[src/rtl/uart_rx_pkg.sv]
// Shared types and helpers for the uart_rx_frame receiver.
// Optional parity support is controlled by the UART_RX_PARITY_EN macro (see uart_rx_frame).
package uart_rx_pkg;

   typedef enum logic [2:0] {
      IDLE,
      START,
      DATA,
      PARITY,
      STOP,
      BREAK
   } state_t;

   // Width of the bit timer: must hold CLKS_PER_BIT-1 without wrapping.
   function automatic int timer_w(input int clks_per_bit);
      return $clog2(clks_per_bit) + 1;
   endfunction

   // Width of the bit counter: must hold DATA_W without wrapping.
   function automatic int count_w(input int data_w);
      return $clog2(data_w + 1);
   endfunction

   // Serial bits in one frame: start + data + parity + stop.
   function automatic int frame_bits(input int data_w, input int stop_bits, input int parity_bits);
      return 1 + data_w + parity_bits + stop_bits;
   endfunction

   // Even parity over a zero-extended word: 1 when the word holds an odd number of ones.
   function automatic logic even_par(input logic [31:0] bits);
      return ^bits;
   endfunction

endpackage

[src/rtl/uart_rx_bit_timer.sv]
// Bit-period timer for uart_rx_frame. Down-counter holding the cycles left in the
// current serial bit; emits a mid-bit sample strike and a bit-end strike.
// While restart is high the current cycle is taken as position 0 of a bit, so the
// counter already sits at position 1 on the following cycle.
module uart_rx_bit_timer
   import uart_rx_pkg::*;
#(
   parameter int CLKS_PER_BIT = 1,
   parameter int TW           = timer_w(CLKS_PER_BIT)
) (
   input  logic clk_rx,
   input  logic rst_n_rx,
   input  logic restart,
   output logic mid,
   output logic bit_end
);

   localparam int            HALF    = (CLKS_PER_BIT - 1) / 2;
   localparam logic [TW-1:0] LAST    = TW'(CLKS_PER_BIT - 1);
   localparam logic [TW-1:0] MID_REM = TW'(CLKS_PER_BIT - 1 - HALF);
   localparam logic [TW-1:0] FIRST   = (CLKS_PER_BIT == 1) ? '0 : TW'(CLKS_PER_BIT - 2);

   logic [TW-1:0] rem;

   // Count down to the terminal count, then reload for the next bit period.
   always_ff @(posedge clk_rx or negedge rst_n_rx) begin
      if (!rst_n_rx) begin
         rem <= '0;
      end else if (restart) begin
         rem <= FIRST;
      end else if (rem == '0) begin
         rem <= LAST;
      end else begin
         rem <= rem - TW'(1);
      end
   end

   assign mid     = (rem == MID_REM);
   assign bit_end = (rem == '0);

endmodule

[src/rtl/uart_rx_frame.sv]
// Serial frame receiver: idle-high line, start + DATA_W data (+ even parity) + stop bits,
// CLKS_PER_BIT clocks per bit, mid-bit sampling. Delivers the word with a one-cycle
// valid strobe and reports false start (silently), framing and parity errors.
// Define UART_RX_PARITY_EN to expect one even-parity bit after the data bits.
//
// state  | meaning
// IDLE   | line idle, waiting for a low level (start edge)
// START  | inside start bit, waiting for its mid-bit sample
// DATA   | shifting in DATA_W data bits
// PARITY | sampling the parity bit (parity build only)
// STOP   | sampling STOP_BITS stop bits, then deliver or flag
// BREAK  | framing error seen, waiting for the line to return high
module uart_rx_frame
   import uart_rx_pkg::*;
#(
   parameter int DATA_W       = 15,
   parameter int CLKS_PER_BIT = 1,
   parameter int STOP_BITS    = 1,
   parameter int LSB_FIRST    = 0
) (
   input  logic              clk_rx,
   input  logic              rst_n_rx,
   input  logic              msg_in_rx,
   output logic [DATA_W-1:0] msg_out_rx,
   output logic              valid_rx,
   output logic              frame_err_rx,
   output logic              parity_err_rx,
   output logic              busy_rx
);

   localparam int            HALF      = (CLKS_PER_BIT - 1) / 2;
   localparam int            CW        = count_w(DATA_W);
   localparam logic [CW-1:0] DATA_LAST = CW'(DATA_W - 1);
   localparam logic [CW-1:0] STOP_LAST = CW'(STOP_BITS - 1);

   state_t            state_q, state_d;
   logic [CW-1:0]     bit_cnt;
   logic [DATA_W-1:0] shreg, shreg_next;
   logic              stop_err_q;
   logic              mid, bit_end, restart;
   logic              last_stop, stop_bad, par_bad;
   logic              good_d, frame_d, par_d;
`ifdef UART_RX_PARITY_EN
   logic              par_q;
`endif

   uart_rx_bit_timer #(.CLKS_PER_BIT(CLKS_PER_BIT)) u_timer (
      .clk_rx   (clk_rx),
      .rst_n_rx (rst_n_rx),
      .restart  (restart),
      .mid      (mid),
      .bit_end  (bit_end)
   );

   // Every decision here is taken on the mid-bit strike; the bit-end strike is a spare tap.
   logic unused_bit_end;
   assign unused_bit_end = bit_end;

   // State register.
   always_ff @(posedge clk_rx or negedge rst_n_rx) begin
      if (!rst_n_rx) state_q <= IDLE;
      else           state_q <= state_d;
   end

   // Next-state logic. With HALF==0 the IDLE cycle that sees the low line is the start sample.
   always_comb begin
      state_d = state_q;
      case (state_q)
         IDLE:   if (!msg_in_rx) state_d = (HALF == 0) ? DATA : START;
         START:  if (mid) state_d = msg_in_rx ? IDLE : DATA;
         DATA:   if (mid && bit_cnt == DATA_LAST)
`ifdef UART_RX_PARITY_EN
                    state_d = PARITY;
`else
                    state_d = STOP;
`endif
         PARITY: if (mid) state_d = STOP;
         STOP:   if (last_stop) state_d = stop_bad ? BREAK : IDLE;
         BREAK:  if (msg_in_rx) state_d = IDLE;
         default: state_d = IDLE;
      endcase
   end

   // Output and decode logic: busy, timer restart, end-of-frame verdict, next shift value.
   always_comb begin
      busy_rx   = (state_q != IDLE);
      restart   = (state_q == IDLE);
      last_stop = (state_q == STOP) && mid && (bit_cnt == STOP_LAST);
      stop_bad  = stop_err_q | ~msg_in_rx;
`ifdef UART_RX_PARITY_EN
      par_bad   = even_par(32'(shreg)) ^ par_q;
`else
      par_bad   = 1'b0;
`endif
      good_d    = last_stop & ~stop_bad & ~par_bad;
      frame_d   = last_stop & stop_bad;
      par_d     = last_stop & par_bad;
      if (LSB_FIRST != 0) shreg_next = (shreg >> 1) | (DATA_W'(msg_in_rx) << (DATA_W - 1));
      else                shreg_next = (shreg << 1) | DATA_W'(msg_in_rx);
   end

   // Datapath: shift register, bit counter, sticky stop error, registered result pulses.
   always_ff @(posedge clk_rx or negedge rst_n_rx) begin
      if (!rst_n_rx) begin
         shreg         <= '1;
         bit_cnt       <= '0;
         stop_err_q    <= 1'b0;
         msg_out_rx    <= '1;
         valid_rx      <= 1'b0;
         frame_err_rx  <= 1'b0;
         parity_err_rx <= 1'b0;
`ifdef UART_RX_PARITY_EN
         par_q         <= 1'b0;
`endif
      end else begin
         valid_rx      <= good_d;
         frame_err_rx  <= frame_d;
         parity_err_rx <= par_d;
         if (good_d) msg_out_rx <= shreg;
         case (state_q)
            DATA: if (mid) begin
               shreg   <= shreg_next;
               bit_cnt <= (bit_cnt == DATA_LAST) ? '0 : bit_cnt + CW'(1);
            end
`ifdef UART_RX_PARITY_EN
            PARITY: if (mid) par_q <= msg_in_rx;
`endif
            STOP: if (mid) begin
               stop_err_q <= stop_bad;
               bit_cnt    <= (bit_cnt == STOP_LAST) ? '0 : bit_cnt + CW'(1);
            end
            default: begin
               bit_cnt    <= '0;
               stop_err_q <= 1'b0;
            end
         endcase
      end
   end

endmodule

[config.mk]
export PLATFORM = sky130hd
export DESIGN_NAME = uart_rx_frame
export DESIGN_NICKNAME = d
export VERILOG_FILES = /design/src/rtl/uart_rx_pkg.sv /design/src/rtl/uart_rx_bit_timer.sv /design/src/rtl/uart_rx_frame.sv
export SDC_FILE = /design/constraint.sdc
export NUM_CORES = 1
export LEC_CHECK = 0
export ABC_AREA = 1
export CELL_PAD_IN_SITES_DETAIL_PLACEMENT = 1
export CELL_PAD_IN_SITES_GLOBAL_PLACEMENT = 1
export CORE_UTILIZATION = 42
export CTS_CLUSTER_DIAMETER = 80
export DETAILED_ROUTE_END_ITERATION = 8
export PLACE_DENSITY = 0.78
export SETUP_SLACK_MARGIN = 0.4
export SLEW_MARGIN = 20
export SYNTH_ARGS = -nofsm -noshare
export SYNTH_HDL_FRONTEND = slang
export SYNTH_SLANG_ARGS = --single-unit
export TNS_END_PERCENT = 1
[constraint.sdc]
create_clock -name clk_rx -period 1.45 [get_ports clk_rx]
set_input_delay 0.29 -clock clk_rx [delete_from_list [all_inputs] [get_ports clk_rx]]
set_output_delay 0.29 -clock clk_rx [all_outputs]
set_load 0.005 [all_outputs]
---- Word-level counts from Yosys, hierarchy flattened ----
Cells that the tools add are included.
W data, S select, Z words.
word-level totals
  flip-flop bits (word level) ............. 41
  input bits .............................. 3
  output and inout bits ................... 19
  logic and storage cells ................. 60
cells by class
  add/subtract/negate cells ............... 2
  equal/unequal tests ..................... 14
  muxes and demuxes ....................... 18
  bitwise logic cells ..................... 8
  reductions and logical operators ........ 10
operators by type and width
  cell                   count
  $mux W3                7
  $pmux W3 S6            1
  $mux W4                4
  $ne A2 B2 Y1 const B   8
  $or A15 B1 Y15         1
  $pmux W4 S2            1
  $eq A3 B2 Y1 const B   2
  $eq A3 B3 Y1 const B   2
  $reduce_and A2 Y1      3
  $reduce_and A6 Y1      1
  $add A4 B1 Y4 const B  1
  $eq A4 B4 Y1 const B   1
  $logic_not A4 Y1       1
  $not A1 Y1             4
  $eq A3 B1 Y1 const B   1
  $logic_and A1 B1 Y1    3
  $logic_not A3 Y1       1
  $mux W1                3
  $reduce_bool A3 Y1     1
  $and A1 B1 Y1          2
  $mux W2                1
  $pmux W1 S2            1
  $or A1 B1 Y1           1
  $sub A1 B1 Y1 const B  1

---- Logic depth before layout (Yosys ltp) ----
Gate-level depths: netlist (run 1).
  word-level depth ........................ 5
  mapped depth ............................ 9
  mapped depth without buffers ............ 9

---- By module ----
From an unflattened synthesis (run 1), not the netlist that was laid out.
second synthesis, totals
  cells, all modules ...................... 203
  area total of the unflattened synthesis .. 1854.3 µm²
by module, submodules not included
  module             times used  cells an instance  area an instance (µm²)  seq. area each (µm²)
  uart_rx_frame      1           200                1835.5                  1038.5
  uart_rx_bit_timer  1           3                  18.8                    0.0

---- Least setup slack after synthesis (run 1) ----
No wires, ideal clock.
  path type ............................... register to register
  start point ............................. register bit_cnt[0]
  end point ............................... register msg_out_rx[10]
  library setup time ...................... 0.076 ns
  arrival ................................. 1.146 ns
  data required time ...................... 1.374 ns
  path slack .............................. 0.228 ns
  stages on the path, launching flop included .. 9
  path buffers ............................ 1
  clock period less this slack ............ 1.222 ns
  cell sequence ........................... dfrtp_1 -> inv_1 -> ha_1 -> nand2_1 -> nor2_1 -> nand2_2 -> buf_6 -> nand2_1 -> o21ai_2
between the ends
  cells in the longest elaborated chain, start to end .. 3
RTL lines
  element                   RTL line              source
  start: declaration        uart_rx_frame.sv:37   logic [CW-1:0] bit_cnt;
  start signal: assignment  uart_rx_frame.sv:123  bit_cnt <= (bit_cnt == DATA_LAST) ? '0 : bit_cnt + CW'(1);
  start signal: assignment  uart_rx_frame.sv:130  bit_cnt <= (bit_cnt == STOP_LAST) ? '0 : bit_cnt + CW'(1);
  $logic_not A4 Y1          uart_rx_frame.sv:88   last_stop = (state_q == STOP) && mid && (bit_cnt == STOP_LAST);
  $logic_and A1 B1 Y1       uart_rx_frame.sv:88
  $and A1 B1 Y1             uart_rx_frame.sv:95   good_d = last_stop & ~stop_bad & ~par_bad;
  end signal: assignment    uart_rx_frame.sv:119  if (good_d) msg_out_rx <= shreg;
  end: declaration          uart_rx_frame.sv:24   output logic [DATA_W-1:0] msg_out_rx,
Every way passes these cells.
A chain may end at the register's enable or synchronous reset.

---- Worst setup path after layout (run 1) ----
  start point ............................. register state_q[0]
  end point ............................... register msg_out_rx[9]
between the ends
  cells in the longest elaborated chain, start to end .. 4
RTL lines
  element                            RTL line             source
  start: declaration                 uart_rx_frame.sv:36  state_t state_q, state_d;
  start signal: assignment           uart_rx_frame.sv:62  else state_q <= state_d;
  $eq A3 B3 Y1                       uart_rx_frame.sv:88
  $logic_and A1 B1 Y1 (2 in series)  uart_rx_frame.sv:88
  $and A1 B1 Y1                      uart_rx_frame.sv:95
Every way passes these cells.

==> results of run 1 <==
-- stage by stage --
| step | instances | setup slack, ns | setup TNS [ns] |
|---|---|---|---|
| after floorplan | 185 | 0.2617 | 0 |
| after global placement | 255 | 0.002007 | 0 |
| after detailed placement | 255 | -0.06953 | -0.8079 |
| after CTS | 273 | -0.005258 | -0.007277 |
| after global routing | 274 | -0.1359 | -2.263 |
| final | 274 | -0.06743 | -0.6821 |
-- sequential cells by signal (all words and copies together), names as in the netlist --
| signal | count |
|---|---|
| msg_out_rx | 15 |
| state_q | 3 |
| shreg | 15 |
| bit_cnt | 4 |
| stop_err_q | 1 |
| frame_err_rx | 1 |
| valid_rx | 1 |
-- timing repair --
action | 4_1_cts | 5_1_grt
hold endpoints to repair | 6 | 0
endpoints found under the setup margin | 58 | 58
hold buffers | 1 | 0
gates resized for setup | 111 | 30
pin swaps | 9 | 6
buffers inserted | 7 | 0
gates cloned | 2 | 1
-- placed cells by master (no fill, tap or decap), types with 9 or more instances in the layout --
master and n:
sky130_fd_sc_hd__dfrtp_1 10, sky130_fd_sc_hd__nor2_1 9, sky130_fd_sc_hd__nand2_2 9, sky130_fd_sc_hd__buf_4 10, sky130_fd_sc_hd__dfstp_2 30, sky130_fd_sc_hd__inv_1 25, sky130_fd_sc_hd__o21ai_1 11, sky130_fd_sc_hd__nand2_1 34
sky130_fd_sc_hd__o21ai_2 15, sky130_fd_sc_hd__buf_6 9, sky130_fd_sc_hd__buf_2 10
-- logic make-up after synthesis --
| kind of cell | Yosys count | share of synthesized area, % |
|---|---|---|
| simple gates | 72 | 17.02 |
| flops | 40 | 58.62 |
| buf+inv | 36 | 9.322 |
| compound gates | 31 | 11.72 |
| fa+ha+maj | 3 | 2.119 |
| xor+xnor | 2 | 0.9889 |
| other cells | 1 | 0.2117 |
-- worst paths after layout --
| path | depth (start not counted) | endpoint | start |
|---|---|---|---|
| worst max-delay path | 10 | msg_out_rx[9] | state_q[0] |
| max in group asynchronous | 2 | state_q[1] | rst_n_rx |
| worst max register to register | 10 | msg_out_rx[9] | state_q[0] |
| worst min-delay path | 1 | msg_out_rx[4] | rst_n_rx |
| worst min register to register | 2 | msg_out_rx[5] | msg_out_rx[5] |
| min in group clk_rx | 2 | msg_out_rx[5] | msg_out_rx[5] |
-- layer usage --
layer  share of wire, %  vias up  global-route usage (%)
met3                2.9        5                   5.822
met5                  0        -                       0
met2                 56       17                   46.34
met1                 39      692                   27.14
li1                   -      644                       -
met4                1.5        0                   10.37
-- power by group through the flow --
stage               clock network, mW  logic [mW]  registers [mW]
finish                          0.749        2.42            1.98
global route                    0.821        2.65            2.03
CTS                             0.767        2.14            1.93
detailed placement                  0        1.72            1.94
global placement                    0        1.61            1.91
floorplan                           0        1.06            1.91
-- critical path, stage by stage (launching register included) --
cell and delay [ns]:
sky130_fd_sc_hd__dfrtp_1 0.42, sky130_fd_sc_hd__nor2_2 0.13, sky130_fd_sc_hd__buf_4 0.13, sky130_fd_sc_hd__buf_6 0.08
sky130_fd_sc_hd__buf_6 0.09, sky130_fd_sc_hd__nand2_4 0.05, sky130_fd_sc_hd__nor2_4 0.11, sky130_fd_sc_hd__nand2_4 0.13
sky130_fd_sc_hd__buf_12 0.18, sky130_fd_sc_hd__nand2_1 0.09, sky130_fd_sc_hd__o21ai_2 0.05
-- final cells by class --
class	instances	area, um2	share of cell area [%]
clock buffers	5	68.82	2.860
clock inverters	3	18.77	0.7800
inverters	29	123.9	5.148
multi-input cells	109	716.9	29.80
flip-flops and latches	40	1039	43.16
well taps	50	62.56	2.600
repair buffers	38	376.6	15.65
==> qor.yml, run 1 <==
timing.fmax_mhz: 659.0
top_area_cell_type_share_of_the_netlist_area_pct: 44.49
total_cts_buffers: 5
startpoint_type: "flop"
dp.final_hpwl_um: 2576
area_growth_syn_to_layout_pct: 35.81
design.core.area_mm2: 0.004029
yosysWarnings: 0
final_design_area_no_fill_mm2: 0.002406
synth_cell_type_count: 22
total_leakage_power_nw: 1.106
ant_diodes: 0
initial_utilization_pct: 43.98
timing.critical_path.required_ns: 1.68
timing.final.crit_share_pct: 104.7
grt_antenna_before_repair: 0
power.combinational.fraction_pct: 47.0
finish.utilization_pct: 59.72
drv.max_cap_violation_count: 0
sw_frac_of_total_pct: 39.77
clk_latency_ns: 0.30
timing_hold_violations_final: 0
filler_cell_count: 444
vias_per_cell: 4.956
rows: 23
power.share.clock_pct: 14.5
cp_data_arrival_time_ns: 1.75
ir_drop_worst_case_vdd_v: 0.0009714
syn_nets: 191
first_iter_violations: 68
boundaryPins: 22
finalWeightedCongestion: 0.7431
die_h_um: 66.95
timing.critical_path.to_type: "flop"
htreeDepth: 2
dpl-instance-area_mm2: 0.002042
failed_checks: "negative setup slack"
synth_most_common_cell: "sky130_fd_sc_hd__nand2_1"
count_of_flip_flops_with_a_built_in_enable_after_synthesis: 0
grt_start_max_net_pins: 32
cts.clk_slew.worst_paths_ns: 0.09
total_switching_power_mw: 2.049
netlist_top_cells_area: "sky130_fd_sc_hd__dfstp_2 (44%), sky130_fd_sc_hd__dfrtp_1 (14%), sky130_fd_sc_hd__nand2_1 (11%), sky130_fd_sc_hd__o21ai_2 (6.9%), sky130_fd_sc_hd__inv_1 (5.9%)"
route.vias.total: 1358
intPower_mw: 3.103
design.die.area_mm2: 0.004482
root_buffer: "sky130_fd_sc_hd__clkbuf_8"
routedWlPerCell_um: 17.45
synth_common_cells: "sky130_fd_sc_hd__nand2_1 (50), sky130_fd_sc_hd__dfstp_2 (30), sky130_fd_sc_hd__inv_1 (28)"
status: "finished, violations left"
grt_setup_unrepaired: "yes"
power_density_over_the_cells_mw_per_mm2: 2141
hold_path_class: "primary input to async pin"
first_global_vias: 1555
postSynthCellCount: 185
globalRouteTotalUtil_pct: 25.14
cts_tree: "built"
die_width_um: 66.95
final_layout_size_suffix_gt1_share_pct: 53.13
route.antenna.remaining_nets: 0
final_period_minus_worst_setup_slack_ns: 1.517
setup.reg_to_reg.worst_slack_ns: -0.07
mappedNetlistArea_mm2: 0.001772
cts-root-to-sink-buffers: 2
drt_first_pass_iters: 4
design_power_total_mw: 5.151
port_buffers: 20
fin_worst_hold_slack_ns: 0.1044
final_net_count: 229
sequential_fraction_of_the_synthesis_area_pct: 58.62
grt_overflow_total: 0
route.final.wire_length_um: 4780
dominantRegCellSynth: "sky130_fd_sc_hd__dfstp_2"
cts.sinks: 40
grt_pass1_wl_um: 7810
worst-path-max-fanout: 8
seq_power_share_pct: 38.4
finalWorstSetupSlack_ns: -0.06743
drc: 0
finalSetupViolations: 15
worstSetupPathType: "flop to flop"
share_of_flip_flops_with_an_asynchronous_set_or_reset_after_synthesis_pct: 100.0
final_max_slew_viol_count: 0
ys_seq_elements: 40
fin_worst_skew_ns: 0.009475
post_synth.cell_area_avg_um2: 9.577
synthDominantAreaCellType: "sky130_fd_sc_hd__dfstp_2"
Note: power is estimated with default switching activity, not from simulation.
==> run 2, diff against run 1 <==
--- a/config.mk
+++ b/config.mk
@@ -17,4 +17,3 @@
 export SYNTH_ARGS = -nofsm -noshare
 export SYNTH_HDL_FRONTEND = slang
 export SYNTH_SLANG_ARGS = --single-unit
-export TNS_END_PERCENT = 1
==> run 2 against run 1 <==
The run now ends clean. Largest power group unchanged. Sequential share of layout area down 2.5 points. Combinational power up 26%. Register-to-register slack better by 0.097 ns. Via count up 6.6%. Global-route usage down 0.12 points. Final area up 6.0%. Die area unchanged. First-iteration DRC count up 63%. Highest routed layer unchanged.
==> qor.yml, run 2 (same netlist as run 1, synthesis figures left out) <==
drv.max_cap_violation_count: 0  # unchanged
rows: 23  # unchanged
final_net_count: 246  # was 229
finalWeightedCongestion: 0.7321  # was 0.7431
htreeDepth: 2  # unchanged
timing_hold_violations_final: 0  # unchanged
top_library_cells_by_usage_in_the_layout_fill_and_taps_aside: "sky130_fd_sc_hd__nand2_1 (37), sky130_fd_sc_hd__dfstp_2 (30), sky130_fd_sc_hd__inv_1 (26), sky130_fd_sc_hd__buf_4 (24), sky130_fd_sc_hd__o21ai_2 (19)"  # was sky130_fd_sc_hd__nand2_1 (34), sky130_fd_sc_hd__dfstp_2 (30), sky130_fd_sc_hd__inv_1 (25), sky130_fd_sc_hd__o21ai_2 (15), sky130_fd_sc_hd__o21ai_1 (11)
setup.reg_to_reg.worst_slack_ns: 0.03  # was -0.07 ns
drt_first_pass_iters: 4  # unchanged
design.core.area_mm2: 0.004029  # unchanged
multiInputGateArea_um2: 715.7  # was 716.9 um2
power.combinational.fraction_pct: 52.4  # was 47.0%
route.final.wire_length_um: 5210  # was 4780 um
route.vias.total: 1448  # was 1358
total_cts_buffers: 5  # unchanged
status: "finished, final reports clean"  # was finished, violations left
post-place-cells: 255  # unchanged
final_layout_size_suffix_gt1_share_pct: 57.68  # was 53.13%
cp_data_arrival_time_ns: 1.66  # was 1.75 ns
die_width_um: 66.95  # unchanged
total_leakage_power_nw: 1.211  # was 1.106 nW
dp.final_hpwl_um: 2331  # was 2576 um
grt_start_max_net_pins: 17  # was 32
root_buffer: "sky130_fd_sc_hd__clkbuf_8"  # unchanged
finalWorstSetupSlack_ns: 0.02983  # was -0.06743 ns
seq_power_share_pct: 33.1  # was 38.4%
first_global_vias: 1564  # was 1555
ant_diodes: 0  # unchanged
layout_commonest_cell: "sky130_fd_sc_hd__nand2_1"  # unchanged
place_ws_ns: -0.05898  # was -0.06953 ns
sw_frac_of_total_pct: 38.68  # was 39.77%
final_design_area_no_fill_mm2: 0.002551  # was 0.002406 mm2
ir_drop_worst_case_vdd_v: 0.001318  # was 0.0009714 V
worstSetupPathType: "flop to flop"  # unchanged
cts-root-to-sink-buffers: 2  # unchanged
cts.clk_slew.worst_paths_ns: 0.08  # was 0.09 ns
drc: 0  # unchanged
finish.utilization_pct: 63.32  # was 59.72%
timing.critical_path.required_ns: 1.69  # was 1.68 ns
area.sequential_mm2: 0.001039  # unchanged
registers_with_the_most_flip_flops: "msg_out_rx (15), shreg (15), bit_cnt (4)"  # unchanged
design_power_total_mw: 5.845  # was 5.151 mW
timing.fmax_mhz: 704.1  # was 659.0 MHz
power_density_over_the_cells_mw_per_mm2: 2291  # was 2141 mW/mm2
intPower_mw: 3.584  # was 3.103 mW
route.antenna.remaining_nets: 0  # unchanged
final.setup.tns_ns: 0  # was -0.6821 ns
cts_tree: "built"  # unchanged
startpoint_type: "flop"  # unchanged
routedWlPerCell_um: 17.90  # was 17.45 um
fin_worst_hold_slack_ns: 0.1486  # was 0.1044 ns
die_h_um: 66.95  # unchanged
grt_setup_unrepaired: "yes"  # unchanged
grt_overflow_total: 0  # unchanged
final_cell_count_no_fill: 291  # was 274
worst-path-max-fanout: 15  # was 8
timing.critical_path.to_type: "flop"  # unchanged
grt_antenna_before_repair: 0  # unchanged
first_iter_violations: 111  # was 68
hold_path_class: "primary input to async pin"  # unchanged
port_buffers: 20  # unchanged
clk_latency_ns: 0.29  # was 0.30 ns
r2r_cells: 9  # was 10
globalRouteTotalUtil_pct: 25.02  # was 25.14%
timing.final.crit_share_pct: 97.94  # was 104.7%
fin_worst_skew_ns: 0.004053  # was 0.009475 ns
initial_utilization_pct: 43.98  # unchanged
design.die.area_mm2: 0.004482  # unchanged
boundaryPins: 22  # unchanged
grt_pass1_wl_um: 7872  # was 7810 um
vias_per_cell: 4.976  # was 4.956
finalSetupViolations: 0  # was 15
final_max_slew_viol_count: 0  # unchanged
power.share.clock_pct: 14.5  # about the same
dpl-instance-area_mm2: 0.002042  # unchanged
final_period_minus_worst_setup_slack_ns: 1.420  # was 1.517 ns
cts.sinks: 40  # unchanged
area_growth_syn_to_layout_pct: 44.00  # was 35.81%
total_switching_power_mw: 2.261  # was 2.049 mW
filler_cell_count: 431  # was 444
run 2: changes by cell type in the layout (fill, tap and decap cells not counted), sizes merged:
| cell | change |
|---|---|
| clkinv | -2 |
| dlygate4sd3 | -1 |
| dlymetal6s4s | +1 |
| buf | +20 |
| clkbuf | -1 |
run 2: worst paths after layout:
path / endpoint / start
max: msg_out_rx[14] / bit_cnt[0]
min: msg_out_rx[1] / rst_n_rx
max reg2reg: msg_out_rx[14] / bit_cnt[0]
min reg2reg: shreg[2] / shreg[2]
max in group asynchronous: frame_err_rx / rst_n_rx
min in group clk_rx: shreg[2] / shreg[2]
run 2: final cells by class:
class | count | area share (%)
multi-input cells | 109 | 28.05
flip-flops and latches | 40 | 40.71
repair buffers | 55 | 20.26
clock inverters | 1 | 0.1962
well taps | 50 | 2.452
clock buffers | 7 | 3.825
inverters | 29 | 4.512
run 2: power groups by stage:
stage	logic (mW)	clock network (mW)	registers [mW]
5_1_grt	3.30	0.901	1.98
2_1_floorplan	1.06	0	1.91
6_report	3.06	0.846	1.93
3_5_place_dp	1.69	0	1.94
3_3_place_gp	1.61	0	1.91
4_1_cts	2.59	0.851	1.90
run 2: critical path, cell delays in order, from the launching register on:
cell and delay (ns):
sky130_fd_sc_hd__dfrtp_1 0.39, sky130_fd_sc_hd__inv_1 0.09, sky130_fd_sc_hd__ha_2 0.20, sky130_fd_sc_hd__nand2_2 0.09, sky130_fd_sc_hd__nor2_4 0.17, sky130_fd_sc_hd__nand2_4 0.10
sky130_fd_sc_hd__buf_12 0.17, sky130_fd_sc_hd__clkinv_2 0.05, sky130_fd_sc_hd__nand2_1 0.04, sky130_fd_sc_hd__nand2_1 0.05
run 2: timing repair:
item / CTS / global route
hold buffers: 1 / 0
cloned: 3 / 0
gates resized for setup: 120 / 25
endpoints found under the hold margin: 6 / 0
setup endpoints to repair: 58 / 64
buffers inserted: 17 / 7
pin swaps: 7 / 8
run 2: metal layers:
layer	up-vias	GRT usage (%)	share of wire (%)
met2	24	43.18	53
met5	-	0	0
met1	739	29.30	42
met4	0	11.70	2.4
li1	677	-	-
met3	8	5.308	2.9
==> run 3, diff against run 2 <==
--- a/config.mk
+++ b/config.mk
@@ -8,6 +8,7 @@
 export ABC_AREA = 1
 export CELL_PAD_IN_SITES_DETAIL_PLACEMENT = 1
 export CELL_PAD_IN_SITES_GLOBAL_PLACEMENT = 1
+export CORE_MARGIN = 3
 export CORE_UTILIZATION = 42
 export CTS_CLUSTER_DIAMETER = 80
 export DETAILED_ROUTE_END_ITERATION = 8
==> run 3 against run 2 <==
The flow now finishes with violations (negative setup slack). Combinational power up 9.5%. Clock skew is 0.0071 ns higher. Sequential power increased by 4%. Register-to-register slack worse by 0.06 ns. First-iteration DRC count is 31% lower. Sequential cell count stayed put. Critical path depth decreased by 1. Via count is 5.2% higher. Clock-buffer cell count decreased by 1. Routed wire length is 19% higher. Fmax is 4.2% lower. Cell count is 0.34% lower. Critical path type unchanged. Critical endpoint is now msg_out_rx[11]. Largest cell class unchanged. Largest power group unchanged.
==> qor.yml, run 3 (same netlist as run 1, synthesis figures left out) <==
final_layout_size_suffix_gt1_share_pct: 64.88  # was 57.68%
design.core.area_mm2: 0.003854  # was 0.004029 mm2
first_iter_violations: 77  # was 111
route.vias.total: 1523  # was 1448
timing_hold_violations_final: 0  # unchanged
total_leakage_power_nw: 1.257  # was 1.211 nW
finalWeightedCongestion: 0.8756  # was 0.7321
final_net_count: 247  # was 246
grt_start_max_net_pins: 27  # was 17
slowest_delay_ns: 0.42  # was 0.39 ns
worst-path-buf-inv: 3  # unchanged
filler_cell_count: 394  # was 431
final.setup.tns_ns: -0.1148  # was 0 ns
cts-root-to-sink-buffers: 2  # unchanged
root_buffer: "sky130_fd_sc_hd__clkbuf_8"  # unchanged
area_growth_syn_to_layout_pct: 52.83  # was 44.00%
grt_pass1_wl_um: 8059  # was 7872 um
final_period_minus_worst_setup_slack_ns: 1.483  # was 1.420 ns
timing.critical_path.required_ns: 1.68  # was 1.69 ns
vias_per_cell: 5.252  # was 4.976
failed_checks: "negative setup slack"
worst-path-max-fanout: 7  # was 15
ant_diodes: 0  # unchanged
crit_chain: "nor2_4 -> buf_6 -> buf_6 -> nand2_4 -> nor2_4 -> nand2_4 -> clkbuf_16 -> o21ai_2"  # was inv_1 -> ha_2 -> nand2_2 -> nor2_4 -> nand2_4 -> buf_12 -> clkinv_2 -> nand2_1 -> nand2_1
area.sequential_mm2: 0.001039  # unchanged
port_buffers: 20  # unchanged
timing.critical_path.slowest_stage_cell: "sky130_fd_sc_hd__dfrtp_1"  # unchanged
finalWorstSetupSlack_ns: -0.03311  # was 0.02983 ns
final_max_slew_viol_count: 0  # unchanged
initial_utilization_pct: 45.97  # was 43.98%
registers_with_the_most_flip_flops: "msg_out_rx (15), shreg (15), bit_cnt (4)"  # unchanged
multiInputGateArea_um2: 760.7  # was 715.7 um2
power_density_over_the_cells_mw_per_mm2: 2325  # was 2291 mW/mm2
htreeDepth: 2  # unchanged
routedWlPerCell_um: 21.40  # was 17.90 um
cts.sinks: 40  # unchanged
dp.final_hpwl_um: 2685  # was 2331 um
grt_overflow_total: 0  # unchanged
drc: 0  # unchanged
rows: 22  # was 23
total_cts_buffers: 5  # unchanged
startpoint_type: "flop"  # unchanged
fin_worst_skew_ns: 0.01115  # was 0.004053 ns
finalSetupViolations: 8  # was 0
grt_antenna_before_repair: 0  # unchanged
worstSetupPathType: "flop to flop"  # unchanged
drt_first_pass_iters: 4  # unchanged
timing.critical_path.to_type: "flop"  # unchanged
globalRouteTotalUtil_pct: 21.09  # was 25.02%
clk_latency_ns: 0.30  # was 0.29 ns
layout_commonest_cell: "sky130_fd_sc_hd__dfstp_2"  # was sky130_fd_sc_hd__nand2_1
cp_data_arrival_time_ns: 1.71  # was 1.66 ns
cts_tree: "built"  # unchanged
die_width_um: 70.95  # was 66.95 um
boundaryPins: 22  # unchanged
cts.clk_slew.worst_paths_ns: 0.08  # about the same
design.die.area_mm2: 0.005034  # was 0.004482 mm2
top_library_cells_by_usage_in_the_layout_fill_and_taps_aside: "sky130_fd_sc_hd__dfstp_2 (30), sky130_fd_sc_hd__inv_1 (25), sky130_fd_sc_hd__nand2_2 (24), sky130_fd_sc_hd__o21ai_2 (23), sky130_fd_sc_hd__nand2_1 (22)"  # was sky130_fd_sc_hd__nand2_1 (37), sky130_fd_sc_hd__dfstp_2 (30), sky130_fd_sc_hd__inv_1 (26), sky130_fd_sc_hd__buf_4 (24), sky130_fd_sc_hd__o21ai_2 (19)
route.antenna.remaining_nets: 0  # unchanged
status: "finished, violations left"  # was finished, final reports clean
hold_path_class: "primary input to async pin"  # unchanged
die_h_um: 70.95  # was 66.95 um
grt_setup_unrepaired: "yes"  # unchanged
timing.final.crit_share_pct: 102.3  # was 97.94%
route.final.wire_length_um: 6205  # was 5210 um
first_global_vias: 1622  # was 1564
timing.fmax_mhz: 674.3  # was 704.1 MHz
finish.utilization_pct: 70.26  # was 63.32%
worst_path_dominant_cell_family: "simple AND/OR/NAND/NOR gates"  # unchanged
ir_drop_worst_case_vdd_v: 0.001176  # was 0.001318 V
drv.max_cap_violation_count: 0  # unchanged
run 3: final timing paths:
| kind | start | end | slack, ns | cells past startpoint |
|---|---|---|---|---|
| max | state_q[1] | msg_out_rx[11] | -0.03 | 8 |
| min | rst_n_rx | bit_cnt[3] | 0.44 | 2 |
| max reg2reg | state_q[1] | msg_out_rx[11] | -0.03 | 8 |
| min reg2reg | shreg[10] | shreg[10] | 0.48 | 2 |
| max in group asynchronous | rst_n_rx | shreg[10] | 0.46 | 3 |
| min in group clk_rx | shreg[10] | shreg[10] | 0.48 | 2 |
run 3: cell type report:
class	count	share of cell area, %
well taps	48	2.218
clock buffers	6	2.680
multi-input cells	109	28.10
flip-flops and latches	40	38.36
repair buffers	56	22.78
clock inverters	2	1.294
inverters	29	4.575
run 3: layer usage:
layer / vias up / GRT usage [%] / share of wire [%]
met4: 0 / 8.977 / 2.7
met2: 47 / 36.97 / 55
met1: 780 / 23.66 / 38
met3: 15 / 6.392 / 4.0
met5: - / 0 / 0
li1: 681 / - / -
run 3: metrics by stage:
| stage | area (um2) | hold WS, ns | total power [mW] | setup slack (ns) | cells |
|---|---|---|---|---|---|
| global route | 2708 | 0.4728 | 6.659 | -0.1083 | 290 |
| global placement | 2044 | 0.2145 | 3.556 | 0.001329 | 252 |
| CTS | 2349 | 0.4457 | 5.229 | 0.07401 | 276 |
| finish | 2708 | 0.4395 | 6.294 | -0.03311 | 290 |
| floorplan | 1774 | -0.005591 | 2.967 | 0.2617 | 185 |
| detailed placement | 2044 | 0.2271 | 3.713 | -0.05368 | 252 |
run 3: power by group:
part / total [mW] / switching (mW) / internal, mW
logic: 3.35 / 1.75 / 1.59
registers: 2.01 / 0.306 / 1.70
clock network: 0.939 / 0.427 / 0.512
run 3: what timing repair did:
item                                    4_1_cts  5_1_grt
cloned                                        4        2
pin swaps                                     6        6
hold endpoints to repair                      5        0
endpoints found under the setup margin       58       58
hold buffers                                  1        0
gates resized for setup                     117       60
setup buffers                                11       12
==> RTL edit: new RTL, config.mk and constraints of run 3 <==
Set the parameter `DATA_W` to 19 (it was 15).
--- a/src/rtl/uart_rx_frame.sv
+++ b/src/rtl/uart_rx_frame.sv
@@ -13,7 +13,7 @@
 module uart_rx_frame
    import uart_rx_pkg::*;
 #(
-   parameter int DATA_W       = 15,
+   parameter int DATA_W       = 19,
    parameter int CLKS_PER_BIT = 1,
    parameter int STOP_BITS    = 1,
    parameter int LSB_FIRST    = 0
Ports: changed (resized msg_out_rx); port bits go from 22 to 26. The function was not compared with the original's and may differ.
==> RTL edit against run 3 <==
The flow now stops in global routing. Area after synthesis increased by 21%.
==> RTL edit: results (changes against run 3) <==
outcome: "did not finish"
stop_stage: "global routing"
error_message: "[ERROR DPL-0033] detailed placement checks failed during check placement."
dp_cells: 311  # +23%
worstEndpointType: "register input"
clock-sinks: 49  # +23%
cts_htree_levels: 2  # unchanged
synthCells: 219  # +18%
async_flop_share_pct: 100.0  # unchanged
gp_congestion: 0.8117  # -7.3%
yosysUniqueCellTypes: 27  # +23%
yosysWarnings: 0  # unchanged
syn-num-nets: 225  # +18%
crit_endpoint: "msg_out_rx[11]$_DFFE_PN1P_/D"
clockRootBuffer: "clkbuf_8"
cts.path.max_buffers: 2  # unchanged
port_buffers: 24  # +20%
synth-main-ff-cell: "dfstp_2"
hpwlAfterDp_mm: 2.904  # +8.2%
synth_area_leaders: "dfstp_2 (47%), dfrtp_1 (13%), nand2_1 (9.4%), o21ai_0 (5.8%), inv_1 (5.1%)"
synth_common_cells: "nand2_1 (54), dfstp_2 (38), inv_1 (29)"
cts_buffers: 5  # unchanged
grt_max_degree: 50
ys_seq_area_share_pct: 59.36  # +0.74 points
antenna_found_initial: 0
[RTL edit: stage by stage]
stage                     utilization [%]  setup TNS, ns  hold slack (ns)  setup WS, ns  area, um2
after CTS                           69.92         -1.154           0.4719      -0.08656       3368
after detailed placement            52.39         -1.206           0.2980      -0.09540       2524
after global placement              52.39        -0.5884           0.2943      -0.05116       2524
after floorplan                         -              0        -0.005591        0.1473       2180
[RTL edit: cells by family after synthesis]
family | share of synthesized area (%)
DFF | 59.36
xor gates and xnor gates | 1.225
AOI/OAI and AO/OA | 12.19
and+or+nand+nor | 15.74
other | 0.1748
adders and majority gates | 1.749
buffers and inverters | 9.561
[RTL edit: timing repair]
| item | 4_1_cts |
|---|---|
| pin swaps | 17 |
| hold endpoints to repair | 11 |
| hold buffers | 1 |
| buffers inserted | 27 |
| resized for setup | 197 |
| cloned | 11 |
| setup endpoints to repair | 71 |
